File: config.mk
export PLATFORM = sky130hd
export DESIGN_NAME = psum_readout
export DESIGN_NICKNAME = d
export VERILOG_FILES = /design/src/rtl/psum_readout.sv
export SDC_FILE = /design/constraint.sdc
export NUM_CORES = 1
export LEC_CHECK = 0
export CORE_MARGIN = 2
export CORE_UTILIZATION = 59
export DETAILED_ROUTE_END_ITERATION = 10
export PLACE_DENSITY = 0.84
export SLEW_MARGIN = 20
export SYNTH_ARGS = -nofsm -noshare
export SYNTH_HDL_FRONTEND = slang
export SYNTH_SLANG_ARGS = --single-unit
File: constraint.sdc
create_clock -name clk -period 11.7 [get_ports clk]
set_input_delay 2.925 -clock clk [delete_from_list [all_inputs] [get_ports clk]]
set_output_delay 2.925 -clock clk [all_outputs]
set_load 0.01 [all_outputs]
File: src/rtl/psum_readout.sv
// Drain-side reader for systolic-array accumulators: captures one vector of partial
// sums, requantizes each lane (rounding shift + saturation) and streams lanes out one per beat.
module psum_readout #(
    parameter int NUM_COLS    = 4,
    parameter int IN_WIDTH    = 32,
    parameter int OUT_WIDTH   = 8,
    parameter int SHIFT_WIDTH = 5
) (
    input  logic                         clk,
    input  logic                         reset,
    input  logic                         in_valid,
    output logic                         in_ready,
    input  logic [NUM_COLS*IN_WIDTH-1:0] in_data,
    input  logic [SHIFT_WIDTH-1:0]       shift,
    output logic                         out_valid,
    input  logic                         out_ready,
    output logic [OUT_WIDTH-1:0]         out_data,
    output logic                         out_last,
    output logic                         out_sat,
    output logic                         busy,
    output logic [15:0]                  sat_count
);

    localparam int IDX_W = (NUM_COLS > 1) ? $clog2(NUM_COLS) : 1;
    localparam logic [IDX_W-1:0] LAST_IDX = IDX_W'(NUM_COLS - 1);

    localparam logic [0:0] ST_IDLE  = 1'b0;
    localparam logic [0:0] ST_DRAIN = 1'b1;

    localparam logic signed [IN_WIDTH:0] SAT_MAX = (IN_WIDTH+1)'((2 ** (OUT_WIDTH - 1)) - 1);
    localparam logic signed [IN_WIDTH:0] SAT_MIN = -SAT_MAX - 1;

    logic [0:0]             r_state;
    logic [IN_WIDTH-1:0]    r_lanes [NUM_COLS];
    logic [SHIFT_WIDTH-1:0] r_shift;
    logic [IDX_W-1:0]       r_idx;
    logic [OUT_WIDTH-1:0]   r_out_data;
    logic                   r_out_last;
    logic                   r_out_sat;
    logic [15:0]            r_sat_count;

    logic                   w_idle;
    logic [SHIFT_WIDTH-1:0] w_in_shift;
    logic [IDX_W-1:0]       w_next_idx;
    logic [IN_WIDTH-1:0]    w_sel_lane;
    logic [SHIFT_WIDTH-1:0] w_sel_shift;
    logic [OUT_WIDTH:0]     w_q;

    // Returns {clipped, value}; one extra bit of headroom keeps the rounding add from wrapping.
    function automatic logic [OUT_WIDTH:0] requant(input logic [IN_WIDTH-1:0]    x,
                                                   input logic [SHIFT_WIDTH-1:0] s);
        logic signed [IN_WIDTH:0] v_sum;
        logic signed [IN_WIDTH:0] v_y;
        // NOTE: blocking assignments are correct here; these are function-local temporaries.
        v_sum = $signed({x[IN_WIDTH-1], x});
        if (s != '0)
            v_sum = v_sum + ((IN_WIDTH+1)'(1) << (s - 1'b1));
        v_y = v_sum >>> s;
        if (v_y > SAT_MAX)
            return {1'b1, SAT_MAX[OUT_WIDTH-1:0]};
        else if (v_y < SAT_MIN)
            return {1'b1, SAT_MIN[OUT_WIDTH-1:0]};
        else
            return {1'b0, v_y[OUT_WIDTH-1:0]};
    endfunction

    assign w_idle     = (r_state == ST_IDLE);
    assign w_next_idx = (r_idx == LAST_IDX) ? '0 : r_idx + 1'b1;

    always_comb begin
        // NOTE: default first so every path assigns the signal and no latch is inferred.
        w_in_shift = shift;
        if (int'(shift) > IN_WIDTH - 1)
            w_in_shift = SHIFT_WIDTH'(IN_WIDTH - 1);
    end

    // Lane 0 comes straight from the input at capture; later lanes from the stored vector.
    assign w_sel_lane  = w_idle ? in_data[0 +: IN_WIDTH] : r_lanes[w_next_idx];
    assign w_sel_shift = w_idle ? w_in_shift : r_shift;
    assign w_q         = requant(w_sel_lane, w_sel_shift);

    // NOTE: lane storage carries no reset; it is only read while the state says it is valid.
    always_ff @(posedge clk) begin
        if (w_idle && in_valid) begin
            for (int i = 0; i < NUM_COLS; i++)
                r_lanes[i] <= in_data[i*IN_WIDTH +: IN_WIDTH];
        end
    end

    always_ff @(posedge clk or posedge reset) begin
        if (reset) begin
            r_state     <= ST_IDLE;
            r_shift     <= '0;
            r_idx       <= '0;
            r_out_data  <= '0;
            r_out_last  <= 1'b0;
            r_out_sat   <= 1'b0;
            r_sat_count <= '0;
        end else begin
            case (r_state)
                ST_IDLE: begin
                    if (in_valid) begin
                        r_state    <= ST_DRAIN;
                        r_shift    <= w_in_shift;
                        r_idx      <= '0;
                        r_out_data <= w_q[OUT_WIDTH-1:0];
                        r_out_sat  <= w_q[OUT_WIDTH];
                        r_out_last <= (LAST_IDX == '0);
                    end
                end
                default: begin
                    if (out_ready) begin
                        if (r_out_sat && (r_sat_count != 16'hFFFF))
                            r_sat_count <= r_sat_count + 16'd1;
                        if (r_idx == LAST_IDX) begin
                            r_state    <= ST_IDLE;
                            r_out_last <= 1'b0;
                        end else begin
                            r_idx      <= w_next_idx;
                            r_out_data <= w_q[OUT_WIDTH-1:0];
                            r_out_sat  <= w_q[OUT_WIDTH];
                            r_out_last <= (w_next_idx == LAST_IDX);
                        end
                    end
                end
            endcase
        end
    end

    assign in_ready  = w_idle;
    assign busy      = ~w_idle;
    assign out_valid = ~w_idle;
    assign out_data  = r_out_data;
    assign out_last  = r_out_last;
    assign out_sat   = r_out_sat;
    assign sat_count = r_sat_count;

endmodule
---- After elaboration in Yosys (flattened, before gate mapping) ----
Memories as Yosys holds them, arrays and structs flattened.
Index checks and enable logic that the tools add are counted.
W data, S select, Z words.
storage, ports and cells
  bits of input ports ..................... 137
  register bits ........................... 34
  bits in latches ......................... 0
  memories kept ........................... 1
  memory bits (writable) .................. 128
  memory bits (read-only) ................. 0
memory list
  name     depth  width  rd ports  clocked after memory_dff  write ports  RTL line  text
  r_lanes  4      32     1         0                         4            34        logic [IN_WIDTH-1:0] r_lanes [NUM_COLS];
operators by class
  eq/ne operators ......................... 5
  mux-type cells .......................... 28
  multipliers ............................. 0
  shift-type cells ........................ 2
  bitwise logic cells ..................... 1
  divide/modulo/power cells ............... 0
  order comparisons ....................... 2
  add/sub/neg operators ................... 4
  reductions and logical operators ........ 8
operator list
  cell                     count
  $add A32 B33 Y33         1
  $gt A33 B8 Y1 const B    1
  $lt A33 B8 Y1 const B    1
  $mux W33                 1
  $shl A1 B5 Y33 const A   1
  $sshr A33 B5 Y33         1
  $mux W32                 1
  $mux W8                  4
  $mux W9                  2
  $add A16 B1 Y16 const B  1
  $ne A16 B16 Y1 const B   1
  $mux W1                  14
  $mux W2                  5
  $reduce_and A3 Y1        2
  $mux W5                  1
  $reduce_bool A5 Y1       1
  $sub A5 B1 Y5 const B    1
  $eq A2 B2 Y1 const B     2
  $ne A2 B2 Y1 const B     2
  $reduce_and A2 Y1        2
  $add A2 B1 Y2 const B    1
  $logic_and A1 B1 Y1      2
  $reduce_bool A2 Y1       1
  $not A1 Y1               1

---- Longest topological paths before layout ----
Gate-level depths: netlist (run 1).
An unclocked memory read counts as a cell.
  word-level depth ........................ 13
  gate-level depth with buffers ........... 26

---- Worst setup path after synthesis (run 1) ----
Ideal clock, no wire load.
  kind .................................... input port to flip-flop
  from .................................... in shift[2]
  to ...................................... reg r_out_data[3], in the netlist out_data[3]
  setup time .............................. 0.131 ns
  data arrival time ....................... 7.751 ns
  required time ........................... 11.569 ns
  buffers on the path ..................... 5
  setup slack ............................. 3.818 ns
  cell stages on the path ................. 23
  cell sequence ........................... mux2_2 -> clkbuf_1 -> clkbuf_1 -> clkbuf_1 -> buf_1 -> nand2_1 -> nor2_1 -> ha_1 -> buf_2 -> a21oi_2 -> o21ai_0 -> a21o_1 -> or4_1 -> a32o_1 -> a21oi_2 -> nand2_1 -> and3_1 -> nor3_1 -> o2111ai_1 -> o41ai_1 -> and4_1 -> o21a_4 -> o22ai_2
on the way
  word-level cells in the longest chain between the ends .. 12
  elaborated cells between the ends (all ways) .. 15
  classes of those cells .................. add/sub: 2; order compare: 2; shift: 2; mux: 8; reduce/logical: 1
RTL lines
  element                 RTL line  text
  start: declaration      14        input logic [SHIFT_WIDTH-1:0] shift,
  $mux W5 *               79        assign w_sel_shift = w_idle ? w_in_shift : r_shift;
  $sub A5 B1 Y5           57        v_sum = v_sum + ((IN_WIDTH+1)'(1) << (s - 1'b1));
  $shl A1 B5 Y33          57
  $add A32 B33 Y33        57
  $mux W33                56        if (s != '0)
  $sshr A33 B5 Y33 *      58        v_y = v_sum >>> s;
  $lt A33 B8 Y1           61        else if (v_y < SAT_MIN)
  $mux W9                 61
  $mux W9 *               59        if (v_y > SAT_MAX)
  $mux W8                 115       if (r_idx == LAST_IDX) begin
  $mux W8                 112       if (out_ready) begin
  $mux W8 *               100       case (r_state)
  end signal: assignment  106       r_out_data <= w_q[OUT_WIDTH-1:0];
  end signal: assignment  120       r_out_data <= w_q[OUT_WIDTH-1:0];
  end: declaration        37        logic [OUT_WIDTH-1:0] r_out_data;
Mark *: on every way between the ends. The rest lies on a longest branch, timed or not. The select of a mux whose other input is x is not followed.
A chain may end at the register's enable or synchronous reset.

---- Worst setup path after layout (run 1) ----
  from .................................... in shift[1]
  to ...................................... reg r_out_data[6], in the netlist out_data[6]
The elaborated chain is that of the path after synthesis.

==> summary.txt, run 1 <==
Outcome
  – Status: finished, final reports clean

Critical path
  – Nature of the critical path endpoint: register
  – CP max stage cell: or4_4
  – CP most frequent cell: a21oi_2
  – Worst path cell trace: clkdlybuf4s50_1, mux2i_4, buf_4, nand2_1, nor3_1, ha_1, inv_1, fa_1, nand2b_1, a21oi_2, o211ai_2, a21oi_2, o2111a_1, o31a_1, and2_1, mux2i_1, o22a_1, o31ai_1, nand4_1, or4_4, a22o_4, o22ai_2
  – Max stage delay on crit path: 530 ps
  – Crit-path max FO: 27
  – WP data arrival: 9460 ps
  – Worst Setup Path Type: input pin to register
  – Critical path required time: 12,060 ps
  – Crit path max-delay family: compound AO/OA/AOI/OAI gates
  – Startpoint types: input pin
  – CP bufs+invs: 3

Synth
  – Post-synth top area cell: edfxtp_1
  – Primary FF master, synth: edfxtp_1
  – Synth area leaders: edfxtp_1 31%, dfrtp_1 6.8%, mux4_2 6.0%
  – Mapped cell area: 12,400 um2
  – Cells after Synth: 1,271
  – Mapped Nets: 1,444
  – Synth top cells by count: 142 x nand2_1, 131 x nor2_1, 128 x edfxtp_1
  – Ys async rst share: 21.0%
  – Register area share after synthesis: 37.8%
  – Synthesized area per cell: 9.78 um2
  – Area share of the largest cell type after synthesis: 30.9%
  – Number of synthesized flops with an enable pin: 128
  – Synth cell types: 103
  – #FFs+latches synth: 162
  – Ys Warns: 0
  – Most frequent cell after synthesis: nand2_1

Clock network
  – CTS Buf Count: 17
  – Hold_buf cts: 0
  – Post-CTS setup buffers: 0
  – Post_cts resized: 0
  – CTS Root Cell: clkbuf_16
  – CTS tree: done
  – CTS clk-pin slew, worst paths: 80 ps
  – Worst skew pair latency: 440 ps
  – CTS Buffer Depth: 2
  – H-tree depth: 4
  – Clock sinks: 162

STA
  – Max Slew Vio Count: 0
  – Clock period minus worst slack: 9100 ps
  – Slew of the pin with the lowest slew margin: 877 ps
  – RSZ-0062 raised after global routing: false
  – Final worst-path cycle share: 77.8%
  – Final setup fails: 0
  – Rel. slew slack: 41.0%
  – Setup TNS: 0 ps
  – Clock Skew: 14.5 ps
  – Hold Slack: 489 ps
  – Final Hold Vio Count: 0
  – Highest Clock Rate: 110 MHz

Detailed routing
  – Iter 0 DRT Violations: 1,463
  – 1st-pass router iterations: 8
  – Via Count: 11,900
  – DRC: 0
  – Antenna-violating nets left: 0
  – DR vias/cell: 7.04
  – Avg WL per Cell: 25.3 um
  – Final wirelength: 42.7 mm

Cells and area
  – Antenna diodes: 0
  – Fillers: 1,551
  – Area Growth Syn to Fin: 19.1%
  – Final net count: 1,568
  – Share of cells above drive strength 1: 13.4%

Floorplan
  – Initial Utilization: 59.7%
  – Die X: 149 um
  – Core Area: 20,800 um2
  – Die area: 22,300 um2
  – I/O pins: 166
  – Die Y: 149 um
  – Rows: 53

Global routing
  – Antenna violations before repair: 0
  – Global-route wire length before repair: 65.2 mm
  – Largest net degree at the start of global routing: 72
  – Vias in the first global route: 11,500
  – Total Routing Usage GR: 38.7%
  – GRT Residual Overflow: 0

Job
  – Max-Cap Viols: 0

Place
  – Hpwl dp: 31.0 mm
  – IO Port Bufs: 165
  – RD Place Congestion: 1.06

Min path
  – Tightest Hold Check Type: register to register
## placed cells by master, fill, tap and decap left out, drive strengths merged, types with 29 or more instances in the layout
cell	instances
clkdlybuf4s50	165
nand2	144
nor2	134
edfxtp	128
a21oi	92
o21ai	77
mux4	36
ha	35
dfrtp	34
nor3	32
mux2i	31
inv	31
nand4	29
## worst paths after layout
| check | end | start | slack (ps) | cells past startpoint |
|---|---|---|---|---|
| min reg2reg | sat_count[6]$_DFFE_PP0P_ | sat_count[6]$_DFFE_PP0P_ | 490 | 1 |
| min in group asynchronous | sat_count[0]$_DFFE_PP0P_ | reset | 2910 | 3 |
| max | out_data[6]$_DFFE_PP0P_ | shift[1] | 2600 | 22 |
| max in group asynchronous | busy$_DFF_PP0_ | reset | 8470 | 3 |
| max reg2reg | out_data[3]$_DFFE_PP0P_ | busy$_DFF_PP0_ | 4480 | 19 |
| min | sat_count[6]$_DFFE_PP0P_ | sat_count[6]$_DFFE_PP0P_ | 490 | 1 |
## area by class of cell
| class | count | area (um2) | area share [%] |
|---|---|---|---|
| clock inverter | 15 | 185 | 1.25 |
| inverter | 25 | 96.3 | 0.651 |
| sequential | 162 | 4700 | 31.7 |
| clock buffer | 17 | 425 | 2.87 |
| tap | 275 | 344 | 2.32 |
| timing repair buffer | 180 | 1760 | 11.9 |
| multi-input combinational | 1009 | 7290 | 49.3 |
## cells by family after synthesis
logic type	Yosys count	share of synthesized area, %
and+or+nand+nor	457	17.6
AOI/OAI and AO/OA	391	23.3
DFF	162	37.8
buffers and inverters	100	3.89
muxes	93	11.6
adders and majority gates	36	3.68
xor gates and xnor gates	32	2.25
## registers in the layout (all words and copies together), names as in the netlist
register,count
busy,1
r_lanes,128
out_last,1
out_data,8
sat_count,16
r_shift,5
r_idx,2
out_sat,1
## per-layer routing
layer  part of all wire [%]  track usage, %
met1                     37            48.1
met2                     48            63.2
met3                    9.6            8.53
met4                    5.5            20.6
met5                      0               0
## metrics by stage
step                std cells  setup slack (ps)  area, um2  utilization, %
floorplan                1271              3820      12400               -
global placement         1651              2380      14200            68.2
detailed placement       1651              2470      14200            68.2
CTS                      1683              2780      14800            71.1
global route             1683              2400      14800            71.1
finish                   1683              2600      14800            71.1
Power of run 1 is left out: the tool's default activity adds up to more than one toggle a clock period on the data nets, which glitch-free logic cannot reach.
==> run 2: changes to the inputs <==
--- a/config.mk
+++ b/config.mk
@@ -6,9 +6,9 @@
 export NUM_CORES = 1
 export LEC_CHECK = 0
 export CORE_MARGIN = 2
-export CORE_UTILIZATION = 59
+export CORE_UTILIZATION = 57
 export DETAILED_ROUTE_END_ITERATION = 10
-export PLACE_DENSITY = 0.84
+export PLACE_DENSITY = 0.81
 export SLEW_MARGIN = 20
 export SYNTH_ARGS = -nofsm -noshare
 export SYNTH_HDL_FRONTEND = slang
==> constraint.sdc (replaced) <==
create_clock -name clk -period 8.9 [get_ports clk]
set_input_delay 2.225 -clock clk [delete_from_list [all_inputs] [get_ports clk]]
set_output_delay 2.225 -clock clk [all_outputs]
set_load 0.01 [all_outputs]
==> summary.txt, run 2 (synthesized netlist as in run 1, its figures left out) <==
STA
  – Hold Slack: 502 ps (was 489 ps)
  – Slew of the pin with the lowest slew margin: 831 ps (was 877 ps)
  – Clock Skew: 14.1 ps (was 14.5 ps)
  – Highest Clock Rate: 125 MHz
  – Final setup margin: 892 ps (was 2600 ps)
  – Rel. slew slack: 44.1% (was 41.0%)
  – Max Slew Vio Count: 0 (unchanged)
  – RSZ-0062 raised after global routing: false (unchanged)
  – Setup TNS: 0 ps (unchanged)
  – Final setup fails: 0 (unchanged)
  – Clock period minus worst slack: 8010 ps
  – Final worst-path cycle share: 90.0%
  – Final Hold Vio Count: 0 (unchanged)

Detailed routing
  – Final wirelength: 41.4 mm (was 42.7 mm)
  – DRC: 0 (unchanged)
  – Via Count: 11,700 (was 11,900)
  – DR vias/cell: 6.81 (was 7.04)
  – 1st-pass router iterations: 5 (was 8)
  – Iter 0 DRT Violations: 1,520 (was 1,463)
  – Avg WL per Cell: 24.2 um (was 25.3 um)
  – Antenna-violating nets left: 0 (unchanged)

Critical path
  – R2R Path Start: r_idx[0]$_DFFE_PP0P_ (was busy$_DFF_PP0_)
  – Critical path required time: 9250 ps (was 12,060 ps)
  – Crit path to: out_data[6]$_DFFE_PP0P_ (unchanged)
  – RR Endpoint: out_data[3]$_DFFE_PP0P_ (unchanged)
  – Crit-path max FO: 13 (was 27)
  – Worst Setup Path Type: input pin to register (unchanged)
  – Cell count of the worst reg-to-reg path: 21 (was 19)
  – Nature of the critical path endpoint: register (unchanged)
  – Reg-to-reg setup timing slack: 1900 ps (was 4480 ps)
  – CP Launch Point: shift[1] (unchanged)
  – WP data arrival: 8360 ps (was 9460 ps)
  – Startpoint types: input pin (unchanged)

Floorplan
  – Die Y: 152 um (was 149 um)
  – Core Area: 21,600 um2 (was 20,800 um2)
  – Die area: 23,000 um2 (was 22,300 um2)
  – Rows: 54 (was 53)
  – Die X: 152 um (was 149 um)
  – I/O pins: 166 (unchanged)
  – Initial Utilization: 57.5% (was 59.7%)

Clock network
  – CTS Buffer Depth: 2 (unchanged)
  – Clock sinks: 162 (unchanged)
  – CTS Root Cell: clkbuf_16 (unchanged)
  – Post_cts resized: 0 (unchanged)
  – Hold_buf cts: 0 (unchanged)
  – CTS tree: done (unchanged)
  – CTS clk-pin slew, worst paths: 80 ps (about the same)
  – Post-CTS setup buffers: 0 (unchanged)
  – CTS Buf Count: 17 (unchanged)
  – H-tree depth: 4 (unchanged)
  – Worst skew pair latency: 440 ps (about the same)

Place
  – Pre-CTS WS: 658 ps (was 2470 ps)
  – RD Place Congestion: 1.04 (was 1.06)
  – Hpwl dp: 31.4 mm (was 31.0 mm)
  – IO Port Bufs: 165 (unchanged)
  – Cell Area, Placed: 14,400 um2 (was 14,200 um2)

Global routing
  – Met1 Track Usage GR: 46.2% (was 48.1%)
  – GRT Residual Overflow: 0 (unchanged)
  – GR met2 Demand/Resource: 60.1% (was 63.2%)
  – GRT busiest layer: met2 (unchanged)
  – Total Routing Usage GR: 36.6% (was 38.7%)
  – Antenna violations before repair: 0 (unchanged)
  – Largest net degree at the start of global routing: 70 (was 72)
  – Global-route wire length before repair: 63.0 mm (was 65.2 mm)
  – Met3 usage: 6.47% (was 8.53%)
  – Vias in the first global route: 11,300 (was 11,500)

Min path
  – Tightest Hold Check Type: register to register (unchanged)

Cells and area
  – Antenna diodes: 0 (unchanged)
  – Most flops, register: r_lanes (unchanged)
  – Share of cells above drive strength 1: 14.9% (was 13.4%)
  – Final net count: 1,594 (was 1,568)
  – Finished Cell Area: 15,000 um2 (was 14,800 um2)
  – Commonest non-fill, non-tap cell in the layout: clkdlybuf4s50_1 (unchanged)
  – Number of flip-flops in the largest register: 128 (unchanged)
  – Area Growth Syn to Fin: 20.9% (was 19.1%)
  – Most frequent cells in the layout: 165 x clkdlybuf4s50_1, 142 x nand2_1, 131 x nor2_1 (unchanged)

Outcome
  – Status: finished, final reports clean (unchanged)

Job
  – Max-Cap Viols: 0 (unchanged)
-- run 2: cell count changes in the layout (fill, tap and decap cells not counted), sizes merged --
cell and change:
clkinv -2, bufinv +1, clkinvlp -1, inv +2, buf +26
-- run 2: worst min path at each step --
stage                                         start                         to  slack (ps)  depth (start not counted)
after floorplan                r_idx[1]$_DFFE_PP0P_       r_idx[1]$_DFFE_PP0P_         480                          2
after global placement    sat_count[11]$_DFFE_PP0P_  sat_count[11]$_DFFE_PP0P_         480                          1
after detailed placement  sat_count[11]$_DFFE_PP0P_  sat_count[11]$_DFFE_PP0P_         490                          1
after CTS                  sat_count[6]$_DFFE_PP0P_   sat_count[6]$_DFFE_PP0P_         510                          1
after global routing      sat_count[15]$_DFFE_PP0P_  sat_count[15]$_DFFE_PP0P_         530                          1
final                      sat_count[8]$_DFFE_PP0P_   sat_count[8]$_DFFE_PP0P_         500                          1
-- run 2: final cells by class --
cell class / count / area [um2]
multi-input combinational: 1009 / 7290
fill: 1647 / 6590
sequential: 162 / 4700
timing repair buffer: 206 / 1960
clock buffer: 17 / 425
tap: 280 / 350
clock inverter: 15 / 208
inverter: 25 / 96.3
-- run 2: per-stage QoR --
| stage | util (%) | cells |
|---|---|---|
| 2_1_floorplan | - | 1271 |
| 3_3_place_gp | 66.6 | 1682 |
| 3_5_place_dp | 66.6 | 1682 |
| 4_1_cts | 69.5 | 1714 |
| 5_1_grt | 69.5 | 1714 |
| 6_report | 69.5 | 1714 |
-- run 2: critical path: stages --
cell and delay [ps]:
clkdlybuf4s50_1 530, mux2i_4 520, nand2_1 220, nor3_1 310
ha_1 280, inv_1 80, fa_1 420, nand2b_1 220
a21oi_2 240, o211ai_2 170, a21o_1 280, a21oi_2 300
nor3_1 80, o31ai_1 690, and2_1 260, mux2i_1 120
o31ai_1 260, nand4_1 140, or4_4 540, a22o_4 320
o22ai_2 130
-- run 2: metal layers --
layer	up-vias	share of wire [%]
met5	-	0
met4	0	5.6
met3	148	8.9
met2	719	47
met1	5572	39
li1	5233	-
Power of run 2 is left out for the same reason.
==> run 3: changes to the inputs <==
--- a/config.mk
+++ b/config.mk
@@ -8,7 +8,7 @@
 export CORE_MARGIN = 2
 export CORE_UTILIZATION = 57
 export DETAILED_ROUTE_END_ITERATION = 10
-export PLACE_DENSITY = 0.81
+export PLACE_DENSITY = 0.83
 export SLEW_MARGIN = 20
 export SYNTH_ARGS = -nofsm -noshare
 export SYNTH_HDL_FRONTEND = slang
==> summary.txt, run 3 (synthesized netlist as in run 1, its figures left out) <==
Place
  – Placed insts: 1,679 (was 1,682)
  – Pre-CTS WS: 804 ps (was 658 ps)
  – RD Place Congestion: 1.07 (was 1.04)
  – IO Port Bufs: 165 (unchanged)
  – Hpwl dp: 30.5 mm (was 31.4 mm)

Floorplan
  – Die area: 23,000 um2 (unchanged)
  – Die Y: 152 um (unchanged)
  – Die X: 152 um (unchanged)
  – Core Area: 21,600 um2 (unchanged)
  – Rows: 54 (unchanged)
  – I/O pins: 166 (unchanged)
  – Initial Utilization: 57.5% (unchanged)

Detailed routing
  – Final wirelength: 40.3 mm (was 41.4 mm)
  – Via Count: 11,600 (was 11,700)
  – Antenna-violating nets left: 0 (unchanged)
  – Avg WL per Cell: 23.6 um (was 24.2 um)
  – DR vias/cell: 6.79 (was 6.81)
  – DRC: 0 (unchanged)
  – Iter 0 DRT Violations: 1,431 (was 1,520)
  – 1st-pass router iterations: 6 (was 5)

Cells and area
  – Post-Layout Cell Count: 1,712 (was 1,714)
  – Number of flip-flops in the largest register: 128 (unchanged)
  – Commonest non-fill, non-tap cell in the layout: clkdlybuf4s50_1 (unchanged)
  – Fillers: 1,647 (unchanged)
  – Final net count: 1,591 (was 1,594)
  – Share of cells above drive strength 1: 14.7% (was 14.9%)
  – Area Growth Syn to Fin: 20.5% (was 20.9%)
  – Area occupied by multi-input gates: 7300 um2 (was 7290 um2)
  – Most flops, register: r_lanes (unchanged)
  – Register area: 4700 um2 (unchanged)
  – Most frequent cells in the layout: 165 x clkdlybuf4s50_1, 142 x nand2_1, 131 x nor2_1 (unchanged)

Global routing
  – Total Routing Usage GR: 35.5% (was 36.6%)
  – Antenna violations before repair: 1 (was 0)
  – GRT Residual Overflow: 0 (unchanged)
  – Largest net degree at the start of global routing: 69 (was 70)
  – Vias in the first global route: 11,200 (was 11,300)
  – Global-route wire length before repair: 62.1 mm (was 63.0 mm)

Clock network
  – Post-CTS setup buffers: 0 (unchanged)
  – CTS Buffer Depth: 2 (unchanged)
  – CTS Root Cell: clkbuf_16 (unchanged)
  – Worst skew pair latency: 440 ps (about the same)
  – CTS Buf Count: 17 (unchanged)
  – CTS clk-pin slew, worst paths: 80 ps (about the same)
  – Clock sinks: 162 (unchanged)
  – H-tree depth: 4 (unchanged)
  – Hold_buf cts: 0 (unchanged)
  – CTS tree: done (unchanged)
  – Post_cts resized: 0 (unchanged)

STA
  – Hold Slack: 484 ps (was 502 ps)
  – Setup TNS: 0 ps (unchanged)
  – Highest Clock Rate: 126 MHz (was 125 MHz)
  – RSZ-0062 raised after global routing: false (unchanged)
  – Clock Skew: 13.0 ps (was 14.1 ps)
  – Final Hold Vio Count: 0 (unchanged)
  – Max Slew Vio Count: 0 (unchanged)
  – Rel. slew slack: 44.4% (was 44.1%)
  – Slew of the pin with the lowest slew margin: 834 ps (was 831 ps)
  – Final setup fails: 0 (unchanged)
  – Final worst-path cycle share: 89.5% (was 90.0%)
  – Clock period minus worst slack: 7960 ps (was 8010 ps)
  – Final setup margin: 937 ps (was 892 ps)

Job
  – Max-Cap Viols: 0 (unchanged)

Min path
  – Hold path start: sat_count[6]$_DFFE_PP0P_ (was sat_count[8]$_DFFE_PP0P_)
  – Hold Path Stages: 1 (unchanged)
  – Hold worst-path end: sat_count[6]$_DFFE_PP0P_ (was sat_count[8]$_DFFE_PP0P_)
  – Tightest Hold Check Type: register to register (unchanged)

Critical path
  – CP max stage cell: nor2_1 (was o31ai_1)
  – Startpoint types: input pin (unchanged)
  – Max stage delay on crit path: 590 ps (was 690 ps)
  – RR Endpoint: out_data[0]$_DFFE_PP0P_ (was out_data[3]$_DFFE_PP0P_)
  – Worst path cell trace: clkdlybuf4s50_1, mux2_2, nor2_1, nand2_1, nor2_1, ha_1, a21oi_1, o21ai_0, a22o_1, or3_1, a21oi_1, xnor2_1, a221oi_1, a211oi_1, nor3_1, o2111ai_1, o41ai_1, and4_1, o21a_4, o22ai_2 (was clkdlybuf4s50_1, mux2i_4, nand2_1, nor3_1, ha_1, inv_1, fa_1, nand2b_1, a21oi_2, o211ai_2, a21o_1, a21oi_2, nor3_1, o31ai_1, and2_1, mux2i_1, o31ai_1, nand4_1, or4_4, a22o_4, o22ai_2)
  – Nature of the critical path endpoint: register (unchanged)
  – Cell count of the worst reg-to-reg path: 20 (was 21)
  – CP bufs+invs: 1 (was 2)
  – Crit-path max FO: 7 (was 13)
  – Reg-to-reg setup timing slack: 1980 ps (was 1900 ps)
  – Worst Setup Path Type: input pin to register (unchanged)
  – R2R Path Start: r_idx[0]$_DFFE_PP0P_ (unchanged)
  – WP data arrival: 8270 ps (was 8360 ps)
  – Critical path required time: 9200 ps (was 9250 ps)
  – Crit path max-delay family: compound AO/OA/AOI/OAI gates (unchanged)

Outcome
  – Status: finished, final reports clean (unchanged)
run 3: changes by cell type in the layout (fill, tap and decap cells not counted), sizes merged:
cell    delta
inv        -2
bufinv     -1
buf        -3
diode      +1
clkinv     +3
run 3: metrics by stage:
step | utilization [%] | area (um2)
floorplan | - | 12400
global placement | 66.5 | 14400
detailed placement | 66.5 | 14400
CTS | 69.3 | 15000
global route | 69.3 | 15000
finish | 69.3 | 15000
run 3: worst max path at each step:
| stage | end | from | cells after the start |
|---|---|---|---|
| finish | out_data[0]$_DFFE_PP0P_ | shift[4] | 20 |
| global route | out_data[0]$_DFFE_PP0P_ | shift[2] | 20 |
| CTS | out_data[0]$_DFFE_PP0P_ | shift[4] | 19 |
| detailed placement | out_data[0]$_DFFE_PP0P_ | shift[4] | 20 |
| global placement | out_data[6]$_DFFE_PP0P_ | shift[3] | 23 |
| floorplan | out_data[3]$_DFFE_PP0P_ | shift[2] | 23 |
run 3: area by class of cell:
| cell class | instances | share of cell area, % |
|---|---|---|
| Tap cell | 280 | 2.34 |
| Clock buffer | 17 | 2.84 |
| Timing Repair Buffer | 203 | 12.9 |
| Multi-Input combinational cell | 1009 | 48.7 |
| Clock inverter | 15 | 1.20 |
| Sequential cell | 162 | 31.3 |
| Antenna cell | 1 | 0.0167 |
| Inverter | 25 | 0.643 |
run 3: worst reg2reg max path, cell delays in order (launching register included):
cell       delay [ps]
dfrtp_1           460
ha_1              310
nor2_4            370
mux4_2            560
mux2i_1           580
inv_1             150
ha_1              580
nand4_1           290
or2_2             370
a2bb2oi_1         150
and4_1            210
mux2i_1           440
a21oi_1           230
a2111oi_2         540
or3_1             220
o211a_1           150
o221ai_1          140
o41ai_1           400
and4_1            300
o21a_4            210
o22ai_2           130
run 3: per-layer routing:
layer	GRT usage [%]	up-vias	routed length [um]
li1	-	5225	-
met5	0	-	0
met2	57.7	759	18700
met1	46.7	5491	15700
met4	17.7	0	2210
met3	5.15	157	3720
Power of run 3 is left out for the same reason.
